===== config.mk =====
export PLATFORM = sky130hd
export DESIGN_NAME = wb_commit_stage
export DESIGN_NICKNAME = d
export VERILOG_FILES = /design/src/rtl/wb_commit_stage.sv
export SDC_FILE = /design/constraint.sdc
export NUM_CORES = 1
export LEC_CHECK = 0
export ABC_CLOCK_PERIOD_IN_PS = 3100
export CAP_MARGIN = 30
export CORE_AREA = 2 2 167 120
export CTS_BUF_LIST = sky130_fd_sc_hd__clkbuf_4 sky130_fd_sc_hd__clkbuf_8
export CTS_CLUSTER_DIAMETER = 60
export DETAILED_ROUTE_END_ITERATION = 10
export DIE_AREA = 0 0 169 122
export PLACE_DENSITY = 0.69
export SYNTH_ARGS = -nofsm -noshare
export SYNTH_HDL_FRONTEND = slang
export SYNTH_SLANG_ARGS = --single-unit
export TNS_END_PERCENT = 10

===== constraint.sdc =====
create_clock -name clk -period 3.1 [get_ports clk]
set_input_delay 0.62 -clock clk [delete_from_list [all_inputs] [get_ports clk]]
set_output_delay 0.62 -clock clk [all_outputs]
set_load 0.1 [all_outputs]

===== src/rtl/wb_commit_stage.sv =====
// Write-back commit stage: merges the never-stalling ALU path and the FIFO-buffered
// LSU/MUL path onto the single register-file write port. Optional WB_PENDING_MASK_EN.
module wb_commit_stage #(
  parameter int unsigned XLEN  = 32,
  parameter int unsigned DEPTH = 4
) (
  input  logic            clk,
  input  logic            rst,
  input  logic            alu_valid,
  input  logic [4:0]      alu_rd,
  input  logic [XLEN-1:0] alu_data,
  input  logic            lsu_valid,
  output logic            lsu_ready,
  input  logic [4:0]      lsu_rd,
  input  logic [XLEN-1:0] lsu_data,
  output logic            reg_write_en,
  output logic [4:0]      rd,
  output logic [XLEN-1:0] write_data,
  output logic [31:0]     pending_mask
);

  localparam int unsigned PW       = (DEPTH > 1) ? $clog2(DEPTH) : 1;
  localparam logic [PW:0] CNT_FULL = (PW+1)'(DEPTH);

  logic [4:0]      fifo_rd   [DEPTH];
  logic [XLEN-1:0] fifo_data [DEPTH];
  logic [DEPTH-1:0] fifo_vld;
  logic [DEPTH-1:0] fifo_kill;
  logic [DEPTH-1:0] kill_hit;

  logic [PW-1:0] head;
  logic [PW-1:0] tail;
  logic [PW:0]   count;

  logic alu_kill_en;
  logic do_push;
  logic do_pop;
  logic head_live;

  assign alu_kill_en = alu_valid && (alu_rd != 5'd0);
  // Fullness is judged on the registered count, so a same-cycle pop never frees a slot.
  assign lsu_ready   = !rst && (count < CNT_FULL);
  assign do_push     = lsu_valid && (count < CNT_FULL);
  assign do_pop      = !alu_valid && (count != '0);
  assign head_live   = (fifo_rd[head] != 5'd0) && !fifo_kill[head];

  always_comb begin
    kill_hit = '0;
    for (int unsigned i = 0; i < DEPTH; i++) begin
      if (alu_kill_en && fifo_vld[PW'(i)] && (fifo_rd[PW'(i)] == alu_rd))
        kill_hit[PW'(i)] = 1'b1;
    end
  end

  // Payload storage needs no reset; occupancy is tracked by fifo_vld and count.
  always_ff @(posedge clk) begin
    if (do_push) begin
      fifo_rd[tail]   <= lsu_rd;
      fifo_data[tail] <= lsu_data;
    end
  end

  always_ff @(posedge clk or posedge rst) begin
    if (rst) begin
      head         <= '0;
      tail         <= '0;
      count        <= '0;
      fifo_vld     <= '0;
      fifo_kill    <= '0;
      reg_write_en <= 1'b0;
      rd           <= '0;
      write_data   <= '0;
    end else begin
      fifo_kill <= fifo_kill | kill_hit;

      // The pushed entry is older than a same-cycle ALU result, so it can be killed at once.
      if (do_push) begin
        fifo_vld[tail]  <= 1'b1;
        fifo_kill[tail] <= alu_kill_en && (lsu_rd == alu_rd);
        tail            <= tail + 1'b1;
      end

      if (do_pop) begin
        fifo_vld[head] <= 1'b0;
        head           <= head + 1'b1;
      end

      case ({do_push, do_pop})
        2'b10:   count <= count + 1'b1;
        2'b01:   count <= count - 1'b1;
        default: count <= count;
      endcase

      if (alu_valid) begin
        reg_write_en <= (alu_rd != 5'd0);
        rd           <= alu_rd;
        write_data   <= alu_data;
      end else if (do_pop) begin
        reg_write_en <= head_live;
        rd           <= fifo_rd[head];
        write_data   <= fifo_data[head];
      end else begin
        reg_write_en <= 1'b0;
      end
    end
  end

`ifdef WB_PENDING_MASK_EN
  always_comb begin
    pending_mask = '0;
    for (int unsigned i = 0; i < DEPTH; i++) begin
      if (fifo_vld[PW'(i)] && !fifo_kill[PW'(i)])
        pending_mask[fifo_rd[PW'(i)]] = 1'b1;
    end
    pending_mask[0] = 1'b0;
  end
`else
  assign pending_mask = '0;
`endif

endmodule


==> flow_summary.ini, run 1 <==
[status]
outcome = completed

[timing]
final.setup.tns_ps = 0
rsz0062_at_grt = no
slew_headroom_pct = 48.38
setup_viol_count_final = 0
clock_skew_ps = 16.96
tightest_slew_ps = 774.3
fmax_ghz = 0.4653
min_period_ps = 2149
drv_slew = 0
hold_violations = 0
finalCritPeriodShare_pct = 69.33

[routing]
drtAntennaViolNets = 0
drt_wl_total_mm = 17.48
via_per_inst = 5.108
drt_iter0_drc = 343
vias = 4628
routedWlPerCell_microns = 19.30
dr.pass1.iters = 7
drc = 0

[floorplanning]
dieArea_sq_um = 20620
rows = 43
fp.dieW_microns = 169
die_h_microns = 122
core_area_sq_um = 19260
design.portCount = 149
initial_core_util_pct = 43.72

[place]
place_area_sq_um = 9654
gp_congestion = 0.8342
dp_hpwl_mm = 11.36
io_buffers = 116

[worst_setup_path]
crit_path_top_delay_cell = and2_2
required_ps = 3260
crit_chain = clkdlybuf4s50_1 -> nor2b_1 -> and2_2 -> buf_12
crit_path_max_fanout = 28
crit_family = simple AND/OR/NAND/NOR gates
endpoint_kind = register
critPathBufInv = 2
cp.arrival_ps = 2310
critPathKind = in2reg
cp-start-kind = primary input
worst_path_largest_cell_delay_ps = 500

[clock_network]
postCtsHoldBufs = 0
clock_sinks = 201
clock_latency_ps = 490
root_buffer = clkbuf_8
cts_tree = done
cts_buffer_depth = 3
cts_setup_buffers = 0
clk_pin_slew_ps = 60
cts_resized = 0
htree_levels = 2
cts_inserted_buffers = 34

[yosys]
ys_seq_area_share_pct = 68.52
synth_top_cells_by_area = edfxtp_1 53%, dfrtp_1 16%, mux4_2 10%, mux2i_1 3.9%, buf_4 2.9%
avgSynthCellArea_sq_um = 16.95
yosysUniqueCellTypes = 31
ys_ff_latch = 201
netlist.area_leader.share_pct = 52.77
synth_area_leader_cell = edfxtp_1
netlist_area_sq_um = 8422
synth_cells = 497
ys_warn_count = 0

[layout]
final_common_cell = edfxtp_1
fin_area_sq_um = 10340
final_core_util_pct = 53.66
nets = 722
nFillCells = 1535
area_delta_synth_final_pct = 22.73
diodes = 0
seqCellArea_sq_um = 5773
multiInputGateArea_sq_um = 2326
final_cell_mix = 148 x edfxtp_1, 76 x clkdlybuf4s50_1, 51 x dfrtp_1
drive_gt1_share_pct = 24.43

[global_routing]
grt.total_usage_pct = 17.25
grt-ovfl-total = 0
grt_antenna_before_repair = 0
grt_pass1_vias = 4854
grt_max_degree = 54
grt_first_pass_wirelength_mm = 27.18

[power_and_ir_drop]
p_leak_nw = 3.858
ir_worst_vdd_mv = 0.7684
p_per_area_nw_per_um2 = 1020
power.total_mw = 10.55

[run]
max_cap_violations = 0

[hold_path]
hp-class = reg2reg
==> through the flow <==
| stage | hold slack, ps | instances | setup WS, ps |
|---|---|---|---|
| detailed placement | 477.9 | 845 | 522.7 |
| global placement | 470.6 | 845 | 577.3 |
| global route | 513.4 | 906 | 807.2 |
| finish | 486.1 | 906 | 950.7 |
| floorplan | 504.2 | 528 | 609.1 |
| CTS | 491.7 | 906 | 989.8 |
==> logic make-up (layout without fill, tap and decap cells) <==
family / after synthesis / count (layout) / share of synthesized area (%)
adder cells (fa/ha/maj): 10 / 10 / 1.575
AO/OA/AOI/OAI: 49 / 49 / 3.670
flip-flops: 201 / 201 / 68.52
XOR/XNOR: 30 / 30 / 3.120
AND/OR/NAND/NOR: 62 / 62 / 3.684
other: 1 / 32 / 0.04453
buffers and inverters: 73 / 204 / 5.304
multiplexers: 71 / 71 / 14.08
==> synth_stat cells, drive strengths merged <==
master / number
a222oi: 5
a22oi: 4
a2bb2oi: 5
and2: 4
buf: 52
clkbuf: 7
conb: 1
dfrtp: 53
edfxtp: 148
fa: 1
ha: 9
inv: 14
mux2i: 33
mux4: 38
nand2: 34
nand4: 5
nor2: 7
nor2b: 1
nor3: 5
nor4: 5
o21a: 1
o21ai: 34
or4: 1
xnor2: 9
xor2: 21
==> where the power goes <==
part,internal [mW],switching (mW)
Sequential,3.53,0.409
Combinational,1.28,2.98
Clock,1.34,1.01
==> routing by layer <==
layer	part of all wire, %	vias up	track usage [%]
met2	44	195	26.74
met5	0	-	0
met3	7.5	26	4.678
met4	1.2	0	3.419
li1	-	2097	-
met1	47	2310	24.86
==> flip-flops by register name, summed over array words and instances, names as in the netlist <==
name,cells
count,3
tail,2
head,2
rd,5
reg_write_en,1
fifo_rd,20
fifo_vld,4
fifo_data,128
fifo_kill,4
write_data,32
==> area by class of cell <==
| class | count | share of cell area, % |
|---|---|---|
| sequential | 201 | 55.85 |
| multi-input combinational | 254 | 22.50 |
| inverter | 14 | 0.5084 |
| clock buffer | 51 | 5.883 |
| timing repair buffer | 129 | 11.55 |
| tap | 247 | 2.990 |
| clock inverter | 10 | 0.7142 |
==> path summary, 6_finish.rpt <==
check / cells past startpoint / startpoint / slack (ps) / end
max: 4 / lsu_valid / 950 / fifo_data[3][24]
min: 2 / write_data[25] / 490 / write_data[25]
max reg2reg: 3 / count[2] / 1050 / fifo_data[3][24]
min reg2reg: 2 / write_data[25] / 490 / write_data[25]
max in group asynchronous: 3 / rst / 1840 / head[0]
min in group asynchronous: 3 / rst / 700 / write_data[21]
==> tightest hold or removal path, cell delays in order, from the launching register on <==
cell     delay (ps)
dfrtp_1         340
nand2_1          50
o21ai_1          60
No activity file was read; power rests on OpenSTA's default activity.
==> run 2: changes to the inputs <==
--- a/config.mk
+++ b/config.mk
@@ -5,7 +5,7 @@
 export SDC_FILE = /design/constraint.sdc
 export NUM_CORES = 1
 export LEC_CHECK = 0
-export ABC_CLOCK_PERIOD_IN_PS = 3100
+export ABC_CLOCK_PERIOD_IN_PS = 2200
 export CAP_MARGIN = 30
 export CORE_AREA = 2 2 167 120
 export CTS_BUF_LIST = sky130_fd_sc_hd__clkbuf_4 sky130_fd_sc_hd__clkbuf_8
==> constraint.sdc (replaced) <==
create_clock -name clk -period 2.2 [get_ports clk]
set_input_delay 0.44 -clock clk [delete_from_list [all_inputs] [get_ports clk]]
set_output_delay 0.44 -clock clk [all_outputs]
set_load 0.1 [all_outputs]
==> flow_summary.ini, run 2 (synthesis gave the netlist of run 1 again) <==
[worst_setup_path]
required_ps = 2660
crit_path_max_fanout = 5
critPathKind = reg2reg
cp-start-kind = register
cp.arrival_ps = 2410
endpoint_kind = register

[clock_network]
htree_levels = 1
postCtsHoldBufs = 0
cts_inserted_buffers = 30
cts_tree = done
cts_resized = 0
clk_pin_slew_ps = 70
cts_buffer_depth = 3
cts_setup_buffers = 0
root_buffer = clkbuf_8
clock_sinks = 201
clock_latency_ps = 540

[layout]
layout.cells.non_filler = 913
top_regs = fifo_data (128), write_data (32), fifo_rd (20)
final_core_util_pct = 54.03
regMostFlops = fifo_data
largest_reg_flops = 128
final_common_cell = edfxtp_1
nets = 732
drive_gt1_share_pct = 24.62
final_cell_mix = 148 x edfxtp_1, 76 x clkdlybuf4s50_1, 58 x buf_4
diodes = 0
nFillCells = 1528
area_delta_synth_final_pct = 23.56

[global_routing]
grt_pass1_vias = 4765
grt-ovfl-total = 0
grt_antenna_before_repair = 1
grt.total_usage_pct = 16.98
grt_max_degree = 54
grt_first_pass_wirelength_mm = 26.59

[power_and_ir_drop]
p_leak_nw = 3.892
pwr-share-seq_pct = 37.2
p_int_mw = 8.455
pwr-share-comb_pct = 42.9
p_sw_mw = 6.120
power.total_mw = 14.58
sw_frac_of_total_pct = 41.99
power_frac_clock_pct = 19.9
p_per_area_nw_per_um2 = 1401
ir_worst_vdd_mv = 1.064

[status]
outcome = completed

[routing]
drt_wl_total_mm = 17.12
vias = 4604
dr.pass1.iters = 7
drt_iter0_drc = 250
via_per_inst = 5.043
routedWlPerCell_microns = 18.75
drtAntennaViolNets = 0
drc = 0

[floorplanning]
core_area_sq_um = 19260
dieArea_sq_um = 20620
fp.dieW_microns = 169
initial_core_util_pct = 43.72
rows = 43
die_h_microns = 122
design.portCount = 149

[place]
io_buffers = 116
gp_congestion = 0.8441
dp_hpwl_mm = 11.48
dp_cells = 859

[timing]
worst_hold_slack_ps = 304.2
setup_viol_count_final = 0
clock_skew_ps = 8.268
min_period_ps = 1946
finalCritPeriodShare_pct = 88.45
rsz0062_at_grt = no
drv_slew = 0
hold_violations = 0
fmax_ghz = 0.5139

[hold_path]
hp-class = in2async

[run]
max_cap_violations = 0
[run 2: cell count changes in the layout (fill, tap and decap cells not counted), sizes merged]
cell      previous run  this run
buf                 53        67
bufinv               1         0
clkbuf              51        45
clkinvlp             1         0
inv                 14        15
[run 2: power by group through the flow]
stage	sequential, mW	combinational (mW)	clock (mW)
after global routing	5.52	6.56	3.18
after floorplan	7.78	2.42	0
after CTS	5.43	6.32	3.00
final	5.42	6.25	2.90
after global placement	5.44	6.25	0
after detailed placement	5.50	6.32	0
[run 2: layout make-up]
type	count	area [sq um]	share of cell area (%)
Sequential cell	201	5773	55.48
Multi-Input combinational cell	254	2326	22.35
Clock buffer	45	544.3	5.230
Inverter	14	52.55	0.5050
Clock inverter	9	40.04	0.3848
Tap cell	247	309.0	2.970
Timing Repair Buffer	143	1361	13.08
[run 2: routing by layer]
layer	vias up	track usage (%)	share of wire (%)
met5	-	0	0.076
met4	2	3.953	1.2
met3	24	4.321	7.5
met2	175	25.95	44
met1	2288	24.76	47
li1	2115	-	-
[run 2: worst paths after layout]
kind                                start        endpoint  slack, ps  cells after the start
max in group asynchronous             rst   write_data[4]       1630                      3
hold reg to reg            write_data[25]  write_data[25]        490                      2
hold / removal                        rst    fifo_kill[2]        300                      3
min in group clk                alu_valid   write_data[0]        460                      5
setup reg to reg                 count[2]        count[2]        250                      8
setup / recovery                 count[2]        count[2]        250                      8
[run 2: per-stage QoR]
| stage | area, sq um | TNS [ps] | worst slack [ps] |
|---|---|---|---|
| floorplan | 8538 | 0 | 39.01 |
| global placement | 9822 | 0 | 67.14 |
| detailed placement | 9822 | -17.98 | -17.98 |
| CTS | 10410 | 0 | 232.2 |
| global route | 10410 | 0 | 104.0 |
| finish | 10410 | 0 | 254.1 |
[run 2: critical path, cell delays in order (launching register included)]
cell and delay (ps):
dfrtp_1 490, nor3_1 110, nor2_1 150, ha_1 210, inv_1 70, fa_1 390
xor2_1 160, nor2_1 120, xor2_1 170
